### src/rtl/pss8_pkg.sv
// Shared types and constants for the pss8 parallel-to-serial transmitter.
package pss8_pkg;

  typedef enum logic [0:0] {
    StIdle,
    StShift
  } state_e;

  localparam int unsigned DefWidth = 8;

  // Bit-counter width for a word of the given width; never narrower than one bit.
  function automatic int unsigned cnt_width(input int unsigned width);
    return (width > 2) ? $clog2(width) : 1;
  endfunction

endpackage

### src/rtl/pss8_if.sv
// Producer-side write port of pss8: word, write strobe and holding-register-empty flag.
interface pss8_if #(
  parameter int unsigned WIDTH = pss8_pkg::DefWidth
) ();

  logic             wr;
  logic [WIDTH-1:0] datai;
  logic             rdy;

  modport master (
    output wr,
    output datai,
    input  rdy
  );

  modport slave (
    input  wr,
    input  datai,
    output rdy
  );

endinterface

### src/rtl/pss8_shift.sv
// Shift register and bit counter; the presented bit comes straight from a flop.
module pss8_shift
  import pss8_pkg::*;
#(
  parameter int unsigned WIDTH     = DefWidth,
  parameter bit          MSB_FIRST = 1'b1
) (
  input  logic             clk,
  input  logic             clr,
  input  logic             load,
  input  logic             advance,
  input  logic             clear,
  input  logic [WIDTH-1:0] data,
  output logic             cur_bit,
  output logic             last,
  output logic             penult
);

  localparam int unsigned CntW = cnt_width(WIDTH);

  logic [WIDTH-1:0] sr_q;
  logic [CntW-1:0]  cnt_q;

  // Load a word, step one bit, or clear so the idle line reads 0.
  always_ff @(posedge clk or negedge clr) begin
    if (!clr) begin
      sr_q  <= '0;
      cnt_q <= '0;
    end else if (load) begin
      sr_q  <= data;
      cnt_q <= '0;
    end else if (clear) begin
      sr_q  <= '0;
      cnt_q <= '0;
    end else if (advance) begin
      sr_q  <= MSB_FIRST ? (sr_q << 1) : (sr_q >> 1);
      cnt_q <= cnt_q + CntW'(1);
    end
  end

  assign cur_bit = MSB_FIRST ? sr_q[WIDTH-1] : sr_q[0];
  assign last    = (cnt_q == CntW'(WIDTH - 1));
  // Next advance lands on the last bit; used to time the done pulse.
  assign penult  = (cnt_q == CntW'(WIDTH - 2));

endmodule

### src/rtl/pss8.sv
// pss8: parallel-to-serial transmitter with a one-word holding register.
module pss8
  import pss8_pkg::*;
#(
  parameter int unsigned WIDTH     = DefWidth,
  parameter bit          MSB_FIRST = 1'b1
) (
  input  logic  clk,
  input  logic  clr,
  input  logic  start,
  pss8_if.slave bus,
  output logic  datao,
  output logic  frame,
  output logic  done
);

  state_e           state_q;
  logic [WIDTH-1:0] hold_q;
  logic             hold_valid_q;
  logic             frame_q;
  logic             done_q;

  logic load, advance, clear;
  logic cur_bit, last, penult;

  // Decide whether this edge loads a word, steps a bit, or ends the frame.
  // With start low on the last bit the frame ends; any queued word stays held.
  always_comb begin
    load    = 1'b0;
    advance = 1'b0;
    clear   = 1'b0;
    case (state_q)
      StIdle: begin
        load = hold_valid_q && start;
      end
      StShift: begin
        if (last) begin
          if (hold_valid_q && start) begin
            load = 1'b1;
          end else begin
            clear = 1'b1;
          end
        end else begin
          advance = start;
        end
      end
      default: ;
    endcase
  end

  // FSM state, holding register and registered frame/done outputs.
  always_ff @(posedge clk or negedge clr) begin
    if (!clr) begin
      state_q      <= StIdle;
      hold_q       <= '0;
      hold_valid_q <= 1'b0;
      frame_q      <= 1'b0;
      done_q       <= 1'b0;
    end else begin
      // load needs hold_valid_q, so capture and transfer never coincide.
      if (bus.wr && !hold_valid_q) begin
        hold_q       <= bus.datai;
        hold_valid_q <= 1'b1;
      end else if (load) begin
        hold_valid_q <= 1'b0;
      end
      done_q <= advance && penult;
      if (load) begin
        state_q <= StShift;
        frame_q <= 1'b1;
      end else if (clear) begin
        state_q <= StIdle;
        frame_q <= 1'b0;
      end
    end
  end

  pss8_shift #(
    .WIDTH     (WIDTH),
    .MSB_FIRST (MSB_FIRST)
  ) u_shift (
    .clk     (clk),
    .clr     (clr),
    .load    (load),
    .advance (advance),
    .clear   (clear),
    .data    (hold_q),
    .cur_bit (cur_bit),
    .last    (last),
    .penult  (penult)
  );

  assign bus.rdy = !hold_valid_q;
  assign datao   = cur_bit;
  assign frame   = frame_q;
  assign done    = done_q;

endmodule

### src/flat_wrapper.sv
// flat-port wrapper written by rule: the top's interface ports become plain ports
module pss8_flat import pss8_pkg::*;
#(
  parameter int unsigned WIDTH     = DefWidth,
  parameter bit          MSB_FIRST = 1'b1
)
  (clk, clr, start, datao, frame, done, bus_wr, bus_datai, bus_rdy);
  pss8_if #(.WIDTH(WIDTH)) bus_i ();
  input  logic clk;
  input  logic clr;
  input  logic start;
  output logic datao;
  output logic frame;
  output logic done;
  input wire logic [$bits(bus_i.wr)-1:0] bus_wr;
  input wire logic [$bits(bus_i.datai)-1:0] bus_datai;
  output wire logic [$bits(bus_i.rdy)-1:0] bus_rdy;
  assign bus_i.wr = bus_wr;
  assign bus_i.datai = bus_datai;
  assign bus_rdy = bus_i.rdy;
  pss8 #(.WIDTH(WIDTH), .MSB_FIRST(MSB_FIRST)) u_core (.clk(clk), .clr(clr), .start(start), .bus(bus_i), .datao(datao), .frame(frame), .done(done));
endmodule
### config.mk
export PLATFORM = sky130hd
export DESIGN_NAME = pss8_flat
export DESIGN_NICKNAME = d
export VERILOG_FILES = /design/src/rtl/pss8_pkg.sv /design/src/rtl/pss8_if.sv /design/src/rtl/pss8_shift.sv /design/src/rtl/pss8.sv /design/src/flat_wrapper.sv
export SDC_FILE = /design/constraint.sdc
export NUM_CORES = 1
export LEC_CHECK = 0
export CAP_MARGIN = 25
export CORE_MARGIN = 8
export CORE_UTILIZATION = 50
export CTS_CLUSTER_DIAMETER = 50
export DETAILED_ROUTE_END_ITERATION = 6
export GPL_ROUTABILITY_DRIVEN = 0
export HOLD_SLACK_MARGIN = 0.08
export PLACE_DENSITY = 0.72
export SLEW_MARGIN = 0
export SYNTH_ARGS = -nofsm -noshare
export SYNTH_HDL_FRONTEND = slang
export SYNTH_SLANG_ARGS = --single-unit
### constraint.sdc
create_clock -name clk -period 1.75 [get_ports clk]
set_input_delay 0.35 -clock clk [delete_from_list [all_inputs] [get_ports clk]]
set_output_delay 0.35 -clock clk [all_outputs]
set_load 0.03 [all_outputs]
==> flow_summary.ini, run 1 <==
[power]
clkPwrFrac = 0.140
p_switching_mw = 0.493
leakagePower_nw = 0.560
irDropWorstVdd_uv = 824
power_density_nw_per_um2 = 1360
pwr-share-seq = 0.525
share_comb_of_total_power = 0.335
p_int_mw = 1.08
switching_share = 0.313

[synthesis]
postSynthCellCount = 68
seq_area_frac_synth = 0.595
yosysMostFrequentCell = dfrtp_1
ys_seq_elements = 22
synth_edf_count = 0
async_reset_ff_frac = 1.00
synth_nets = 83
synth_common_cells = 22 x dfrtp_1, 8 x and3_1, 8 x mux2_2, 7 x a221o_1
synth_cell_types = 19
synthDominantCellAreaShare = 0.595
yosys-top-cells-area = dfrtp_1 59%, mux2_2 9.7%, a221o_1 7.6%
synth_area_um2 = 926
yosys.area.top_type = dfrtp_1
yosysWarnings = 0
yosys_most_used_dff = dfrtp_1
syn-mean-instance-area_um2 = 13.6

[global_routing]
grt_max_degree = 23
grt.total_usage = 0.114
grt_pass1_wl_um = 3010
grt_pass1_vias = 623
met3_usage = 0.0304
grt_use_met1 = 0.152
grt_overflow = 0
antenna_found_initial = 0
use_met2 = 0.157
busiest_layer = met2

[cells_and_area]
nFillCells = 136
diodes = 0
design_area_um2 = 1160
nets = 105
drive_gt1_frac = 0.239
syn2layout_area_growth_pct = 25.0

[setup_path]
slowest_stage = clkdlybuf4s50_1
critPathArrivalTime_ps = 1320
crit_path_max_incr_delay_ps = 670
reg2reg_slack_ps = 100
crit_type = flip-flop to primary output
cp_top_family = buffers and inverters
r2r.worst_path.cells = 6
cp.depth = 1
worst_setup_path_start_kind = flip-flop
cp_max_fo = 2
cp.required_ps = 1400
crit_chain = clkdlybuf4s50_1
path_buf_inv = 1
crit_path_end_kind = primary output

[timing]
setup_viol = 0
hold_viol_final = 0
slew_violations = 0
final.setup.tns_ps = 0
max_freq_ghz = 0.598
tightest_slew_ps = 398
min_period_over_period = 0.955
fin_ws_ps = 79.0
rsz0062_at_grt = false
relSlewSlack = 0.734
clock-skew-final_ps = 1.60
post-route-min-period_ps = 1670

[placement]
dp_slack_ps = 27.6
numPortBuffers = 15
placed_area_um2 = 1120
dp_hpwl_um = 1230

[cts]
clk_latency_ps = 300
root_buffer = clkbuf_4
htree_levels = 1
numCtsBuffers = 3
cts.sinks = 22
cts_tree = built
ctsHoldBuffers = 0
ctsLongestPathBuffers = 2
cts.clk_slew.worst_paths_ps = 110

[die]
initial_core_util = 0.536
fp-row-count = 15
die-height_um = 59.0
core_area_um2 = 1730
io_pins = 16
die_x_um = 59.0
dieArea_um2 = 3480

[drt]
viasPerCell = 5.46
finalWirelength_um = 1690
vias = 617
detail_route.wl_per_cell_um = 14.9
drc = 0
drtPass1Iterations = 4
drt_iter0_drc = 17
ant_nets = 0

[worst_hold_path]
hp-class = input pin to async pin

[run_status]
status = complete, no violations

[flow_run]
drv_cap = 0
==> power by group through the flow <==
stage | logic (mW) | clock network, mW | registers (mW)
finish | 0.527 | 0.221 | 0.828
global route | 0.597 | 0.245 | 0.855
CTS | 0.520 | 0.229 | 0.828
detailed placement | 0.526 | 0 | 0.840
global placement | 0.510 | 0 | 0.831
floorplan | 0.343 | 0 | 0.835
==> through the flow <==
step	power, mW	instances	utilization	hold WS (ps)
global route	1.70	113	0.670	416
CTS	1.58	112	0.662	391
detailed placement	1.37	109	0.651	491
finish	1.58	113	0.670	386
floorplan	1.18	68	-	54.4
global placement	1.34	109	0.651	473
==> worst paths after layout <==
path / startpoint / end
min in group clk: u_core.hold_q[0] / u_core.hold_q[0]
hold / removal: clr / u_core.hold_valid_q
hold reg to reg: u_core.hold_q[0] / u_core.hold_q[0]
setup reg to reg: u_core.u_shift.cnt_q[0] / u_core.u_shift.sr_q[2]
max in group asynchronous: clr / u_core.hold_q[5]
setup / recovery: u_core.u_shift.sr_q[7] / datao
==> worst reg2reg max path, stage by stage (launching register included) <==
cell and delay (ps):
dfrtp_1 420, ha_1 210, ha_2 180, nand2b_4 150, nor2b_1 140, buf_4 160
a221o_1 290
==> cells by family after synthesis <==
family	Yosys count	synth area share
adders and majority gates	3	0.0405
muxes	9	0.109
and+or+nand+nor	16	0.112
AOI/OAI and AO/OA	12	0.116
DFF	22	0.595
buffers and inverters	6	0.0270
==> cell type report <==
type / count / area (um2) / area share
Timing Repair Buffer: 20 / 185 / 0.160
Inverter: 3 / 11.3 / 0.00973
Tap cell: 25 / 31.3 / 0.0270
Clock buffer: 3 / 22.5 / 0.0195
Multi-Input combinational cell: 40 / 357 / 0.308
Sequential cell: 22 / 551 / 0.476
==> what timing repair did <==
item                       4_1_cts  5_1_grt
setup endpoints to repair        2       11
buffers inserted                 0        1
resized for setup                2        2
==> routing by layer <==
metal	share of wire	vias to the layer above	wire (um)
met1	0.45	307	756
li1	-	289	-
met5	0	-	0
met2	0.46	17	782
met3	0.064	4	107
met4	0.023	0	38
==> state kept, by name (all words and copies together) (netlist names) <==
| signal | cells |
|---|---|
| u_core.hold_valid_q | 1 |
| u_core.hold_q | 8 |
| u_core.state_q | 1 |
| u_core.done | 1 |
| u_core.u_shift.sr_q | 8 |
| u_core.u_shift.cnt_q | 3 |
==> cells in the final DEF, fill, tap and decap left out <==
| cell | instances |
|---|---|
| dfrtp_1 | 22 |
| clkdlybuf4s50_1 | 13 |
| and3_1 | 8 |
| mux2_2 | 8 |
| a221o_1 | 7 |
| buf_4 | 5 |
| inv_1 | 3 |
| clkbuf_4 | 3 |
| nor2b_1 | 2 |
| nand2_1 | 2 |
| a22o_1 | 2 |
| ha_1 | 2 |
| dlygate4sd2_1 | 2 |
| nand2b_4 | 1 |
| nor2_2 | 1 |
| o21bai_1 | 1 |
| mux2_1 | 1 |
| o21ai_2 | 1 |
| and2_4 | 1 |
| nand3_1 | 1 |
| o31ai_1 | 1 |
| ha_2 | 1 |
Note: power is estimated with default switching activity, not from simulation.
==> inputs of run 2 (changes only) <==
--- a/config.mk
+++ b/config.mk
@@ -7,7 +7,7 @@
 export LEC_CHECK = 0
 export CAP_MARGIN = 25
 export CORE_MARGIN = 8
-export CORE_UTILIZATION = 50
+export CORE_UTILIZATION = 51
 export CTS_CLUSTER_DIAMETER = 50
 export DETAILED_ROUTE_END_ITERATION = 6
 export GPL_ROUTABILITY_DRIVEN = 0
@@ -16,4 +16,5 @@
 export SLEW_MARGIN = 0
 export SYNTH_ARGS = -nofsm -noshare
 export SYNTH_HDL_FRONTEND = slang
+export SYNTH_HIERARCHICAL = 1
 export SYNTH_SLANG_ARGS = --single-unit
==> run 2 against run 1 <==
  * Sequential share of layout area shrank 5.8 points
  * Synthesized area grew 13%
  * Clock-buffer cell count did not move
  * First-iteration DRC count fell by 41%
  * Critical path depth stayed put
  * Total power grew 27%
  * Global-route usage down 0.21 points
  * Wire length rose by 9.7%
  * Largest power group is now combinational cells
==> flow_summary.ini, run 2 <==
[run_status]
status = complete, no violations

[synthesis]
postSynthCellCount = 81
async_reset_ff_frac = 1.00
ys_seq_elements = 22
yosys.area.top_type = dfrtp_1
yosys-top-cells-area = dfrtp_1 52%, mux2_4 11%, mux2i_1 7.6%
synth_edf_count = 0
yosysWarnings = 6
synth_common_cells = 22 x dfrtp_1, 9 x nand2_1, 8 x mux2_4, 8 x mux2i_1, 7 x o21ai_2
syn-mean-instance-area_um2 = 13.0
yosysMostFrequentCell = dfrtp_1
seq_area_frac_synth = 0.524
synth_nets = 96
synthDominantCellAreaShare = 0.524
synth_area_um2 = 1050
yosys_most_used_dff = dfrtp_1
synth_cell_types = 20

[cells_and_area]
top_regs = u_core/hold_q x8, u_core/u_shift/sr_q x8, u_core/u_shift/cnt_q x3
final_common_cell = dfrtp_1
nFillCells = 169
seq_area_um2 = 551
nets = 120
diodes = 0
design_area_um2 = 1320
syn2layout_area_growth_pct = 25.5
final_cell_mix = 22 x dfrtp_1, 13 x clkdlybuf4s50_1, 9 x nand2_1
multi_input_area_um2 = 467
drive_gt1_frac = 0.330

[setup_path]
crit_path_end_kind = primary output
slowest_stage = clkdlybuf4s50_1
critPathArrivalTime_ps = 1320
cp.required_ps = 1400
worst_setup_path_start_kind = flip-flop
cp_top_family = buffers and inverters
path_buf_inv = 1
crit_chain = clkdlybuf4s50_1
crit_path_max_incr_delay_ps = 670
crit_type = flip-flop to primary output
cp_max_fo = 2

[timing]
hold_viol_final = 0
post-route-min-period_ps = 1670
setup_viol = 0
max_freq_ghz = 0.598
clock-skew-final_ps = 4.75
slew_violations = 0
tightest_slew_ps = 321
min_period_over_period = 0.956
relSlewSlack = 0.786
final.setup.tns_ps = 0
rsz0062_at_grt = false
hold_ws_ps = 384

[drt]
vias = 654
wl_met2_um = 907
detail_route.wl_per_cell_um = 14.2
drt_iter0_drc = 10
wl_met1_um = 866
drtPass1Iterations = 4
drc = 0
ant_nets = 0
viasPerCell = 5.03
finalWirelength_um = 1850
highest-signal-layer = met4
wl_met3_um = 59

[cts]
ctsHoldBuffers = 0
htree_levels = 1
ctsLongestPathBuffers = 2
root_buffer = clkbuf_4
clk_latency_ps = 290
cts.sinks = 22
cts_tree = built
numCtsBuffers = 3
cts.clk_slew.worst_paths_ps = 110

[global_routing]
grt_overflow = 0
antenna_found_initial = 0
grt_pass1_wl_um = 3170
grt_pass1_vias = 689
grt.total_usage = 0.112
grt_max_degree = 23

[power]
power_density_nw_per_um2 = 1520
irDropWorstVdd_uv = 923
leakagePower_nw = 0.619

[placement]
numPortBuffers = 15
placed_area_um2 = 1270
dp_hpwl_um = 1320

[die]
dieArea_um2 = 3770
core_area_um2 = 1960
die-height_um = 61.4
fp-row-count = 16
io_pins = 16
die_x_um = 61.4
initial_core_util = 0.535

[flow_run]
drv_cap = 0

[worst_hold_path]
hp-class = input pin to async pin
-- run 2: cell count changes after synthesis, moves of 3 or more --
cell | previous run | this run
nand2_1 | 2 | 9
a221o_1 | 7 | 0
mux2i_1 | 0 | 8
buf_6 | 0 | 3
mux2_4 | 0 | 8
and3_1 | 8 | 2
nor2_1 | 0 | 3
mux2_2 | 8 | 0
o21ai_2 | 0 | 7
nand2b_1 | 0 | 4
-- run 2: cell type report --
cell class | count | share of cell area
Tap cell | 27 | 0.0256
Clock buffer | 3 | 0.0171
Multi-Input combinational cell | 53 | 0.354
Timing Repair Buffer | 23 | 0.179
Inverter | 2 | 0.00570
Sequential cell | 22 | 0.418
-- run 2: power by group --
group          switching (mW)  total, mW  leakage, nW  internal (mW)
Sequential              0.128      0.857        0.272          0.729
Combinational           0.397      0.931        0.334          0.534
Clock                   0.138      0.218       0.0138         0.0800
Total                   0.663       2.01        0.619           1.34
-- run 2: what timing repair did --
item | 4_1_cts | 5_1_grt
gates resized for setup | 2 | 5
setup endpoints to repair | 8 | 9
buffers inserted | 0 | 1
-- run 2: worst paths after layout --
check                                   startpoint                endpoint  slack, ps  cells after the start
max                         u_core/u_shift/sr_q[7]                   datao         80                      1
min                                            clr             u_core/done        380                      2
max reg2reg                u_core/u_shift/cnt_q[0]  u_core/u_shift/sr_q[4]        110                      7
min reg2reg                       u_core/hold_q[4]  u_core/u_shift/sr_q[4]        500                      2
max in group asynchronous                      clr        u_core/hold_q[7]       1140                      2
min in group clk                  u_core/hold_q[4]  u_core/u_shift/sr_q[4]        500                      2
-- run 2: cell families after synthesis --
kind of cell               Yosys count  share of synthesized area
DFF                                 22                      0.524
muxes                               16                      0.191
AOI/OAI and AO/OA                   10                     0.0810
and+or+nand+nor                     23                      0.113
xor gates and xnor gates             1                    0.00834
adders and majority gates            3                     0.0358
buffers and inverters                6                     0.0465
-- run 2: through the flow --
step / cells / total power [mW] / setup slack, ps / util
after floorplan: 81 / 1.49 / 16.1 / -
after global placement: 126 / 1.72 / 60.9 / 0.647
after detailed placement: 126 / 1.75 / -25.7 / 0.647
after CTS: 129 / 1.97 / 11.3 / 0.659
after global routing: 130 / 2.14 / 16.3 / 0.672
final: 130 / 2.01 / 77.7 / 0.672
-- run 2: routing by layer --
layer,global-route usage,vias up
met4,0.0390,0
met3,0.0271,2
met5,0,-
li1,-,318
met1,0.149,327
met2,0.172,7
==> inputs of run 3 (changes only) <==
--- a/config.mk
+++ b/config.mk
@@ -11,6 +11,7 @@
 export CTS_CLUSTER_DIAMETER = 50
 export DETAILED_ROUTE_END_ITERATION = 6
 export GPL_ROUTABILITY_DRIVEN = 0
+export GPL_TIMING_DRIVEN = 0
 export HOLD_SLACK_MARGIN = 0.08
 export PLACE_DENSITY = 0.72
 export SLEW_MARGIN = 0
==> run 3 against run 2 <==
  * Sequential share of layout area shrank 2.0 points
  * Global-route usage grew 0.21 points
  * Die area is the same
  * Fmax shrank 0.73%
  * Critical path depth is the same
  * Cell area grew 4.9%
  * Via count shrank 0.61%
  * Register-to-register slack lost 40 ps
  * Cell count grew 0.77%
  * Non-clock buffer count is the same
  * Clock power grew 29%
  * Wire length grew 5.5%
  * Critical endpoint is now done
  * Largest cell class unchanged
==> flow_summary.ini, run 3 (synthesized netlist as in run 2, its figures left out) <==
[run_status]
status = complete, no violations

[global_routing]
grt.total_usage = 0.114
busiest_layer = met2
use_met2 = 0.178
grt_pass1_vias = 731
grt_overflow = 0
grt_pass1_wl_um = 3200
antenna_found_initial = 0
grt_use_met1 = 0.147
met3_usage = 0.0209
grt_max_degree = 23

[setup_path]
cp_max_fo = 1
r2r.worst_path.cells = 6
critPathArrivalTime_ps = 1330
crit_start = u_core/done
timing.rr.start = u_core/u_shift/cnt_q[1]
crit_chain = clkdlybuf4s50_1
worst_setup_path_start_kind = flip-flop
crit_path_end_kind = primary output
crit_type = flip-flop to primary output
slowest_stage = clkdlybuf4s50_1
r2r-end = u_core/u_shift/sr_q[4]
cp_top_family = buffers and inverters
path_buf_inv = 1
cp.required_ps = 1400
reg2reg_slack_ps = 70
crit_path_max_incr_delay_ps = 670

[timing]
setup_viol = 0
final.setup.tns_ps = 0
slew_violations = 0
clock-skew-final_ps = 10.0
min_period_over_period = 0.963
max_freq_ghz = 0.594
relSlewSlack = 0.775
hold_viol_final = 0
tightest_slew_ps = 337
post-route-min-period_ps = 1680

[placement]
numPortBuffers = 15
dp_hpwl_um = 1230

[flow_run]
drv_cap = 0

[cts]
clk_latency_ps = 310
cts_tree = built
cts.clk_slew.worst_paths_ps = 130
cts.sinks = 22
root_buffer = clkbuf_4
numCtsBuffers = 3
ctsLongestPathBuffers = 2
ctsHoldBuffers = 0
htree_levels = 1

[drt]
drt_iter0_drc = 15
viasPerCell = 4.96
finalWirelength_um = 1950
drc = 0
vias = 650
drtPass1Iterations = 4
ant_nets = 0
detail_route.wl_per_cell_um = 14.9

[cells_and_area]
nets = 120
final_cell_mix = 22 x dfrtp_1, 13 x clkdlybuf4s50_1, 9 x nand2_1
syn2layout_area_growth_pct = 31.7
final_util = 0.705
final_common_cell = dfrtp_1
top_regs = u_core/hold_q x8, u_core/u_shift/sr_q x8, u_core/u_shift/cnt_q x3
drive_gt1_frac = 0.365
diodes = 0

[die]
fp-row-count = 16
die_x_um = 61.4
die-height_um = 61.4
initial_core_util = 0.535
io_pins = 16
dieArea_um2 = 3770
core_area_um2 = 1960

[power]
leakagePower_nw = 0.637
power_density_nw_per_um2 = 1550
irDropWorstVdd_uv = 938

[worst_hold_path]
hp-class = input pin to async pin
==> run 3: power by group <==
part / switching, mW / internal, mW
clock: 0.154 / 0.127
combinational: 0.423 / 0.580
sequential: 0.133 / 0.729
total: 0.711 / 1.44
==> run 3: worst max path at each step <==
stage,endpoint,slack [ps],cells past startpoint
after global placement,u_core/u_shift/sr_q[2],-150,7
after floorplan,u_core/u_shift/sr_q[7],20,8
after global routing,u_core/u_shift/sr_q[1],-3,6
after detailed placement,u_core/u_shift/sr_q[4],-140,7
final,done,70,1
after CTS,u_core/u_shift/sr_q[4],3,8
==> run 3: repair_timing <==
item / CTS / global route
gates resized for setup: 7 / 8
buffers inserted: 3 / 1
pin swaps: 0 / 2
setup endpoints to repair: 12 / 12
gates cloned: 0 / 1
==> run 3: metal layers <==
layer	wire, um	part of all wire	vias up
met5	0	0	-
met4	19	0.0097	0
met3	71	0.036	4
met2	980	0.50	11
met1	879	0.45	317
li1	-	-	318
==> run 3: final cells by class <==
class / instances / area, um2
Fill cell: 150 / 579
Sequential cell: 22 / 551
Multi-Input combinational cell: 53 / 489
Timing Repair Buffer: 21 / 234
Clock buffer: 4 / 36.3
Tap cell: 27 / 33.8
Buffer: 2 / 31.3
Inverter: 2 / 7.51
==> run 3: metrics by stage <==
| step | hold WS (ps) | area [um2] | power (mW) | std cells | setup WS, ps |
|---|---|---|---|---|---|
| after global placement | 467 | 1230 | 1.66 | 123 | -147 |
| after global routing | 214 | 1380 | 2.30 | 131 | -3.26 |
| after CTS | 507 | 1310 | 2.06 | 130 | 2.64 |
| after detailed placement | 477 | 1230 | 1.69 | 123 | -141 |
| final | 226 | 1380 | 2.15 | 131 | 65.4 |
| after floorplan | 54.4 | 1050 | 1.49 | 81 | 16.1 |
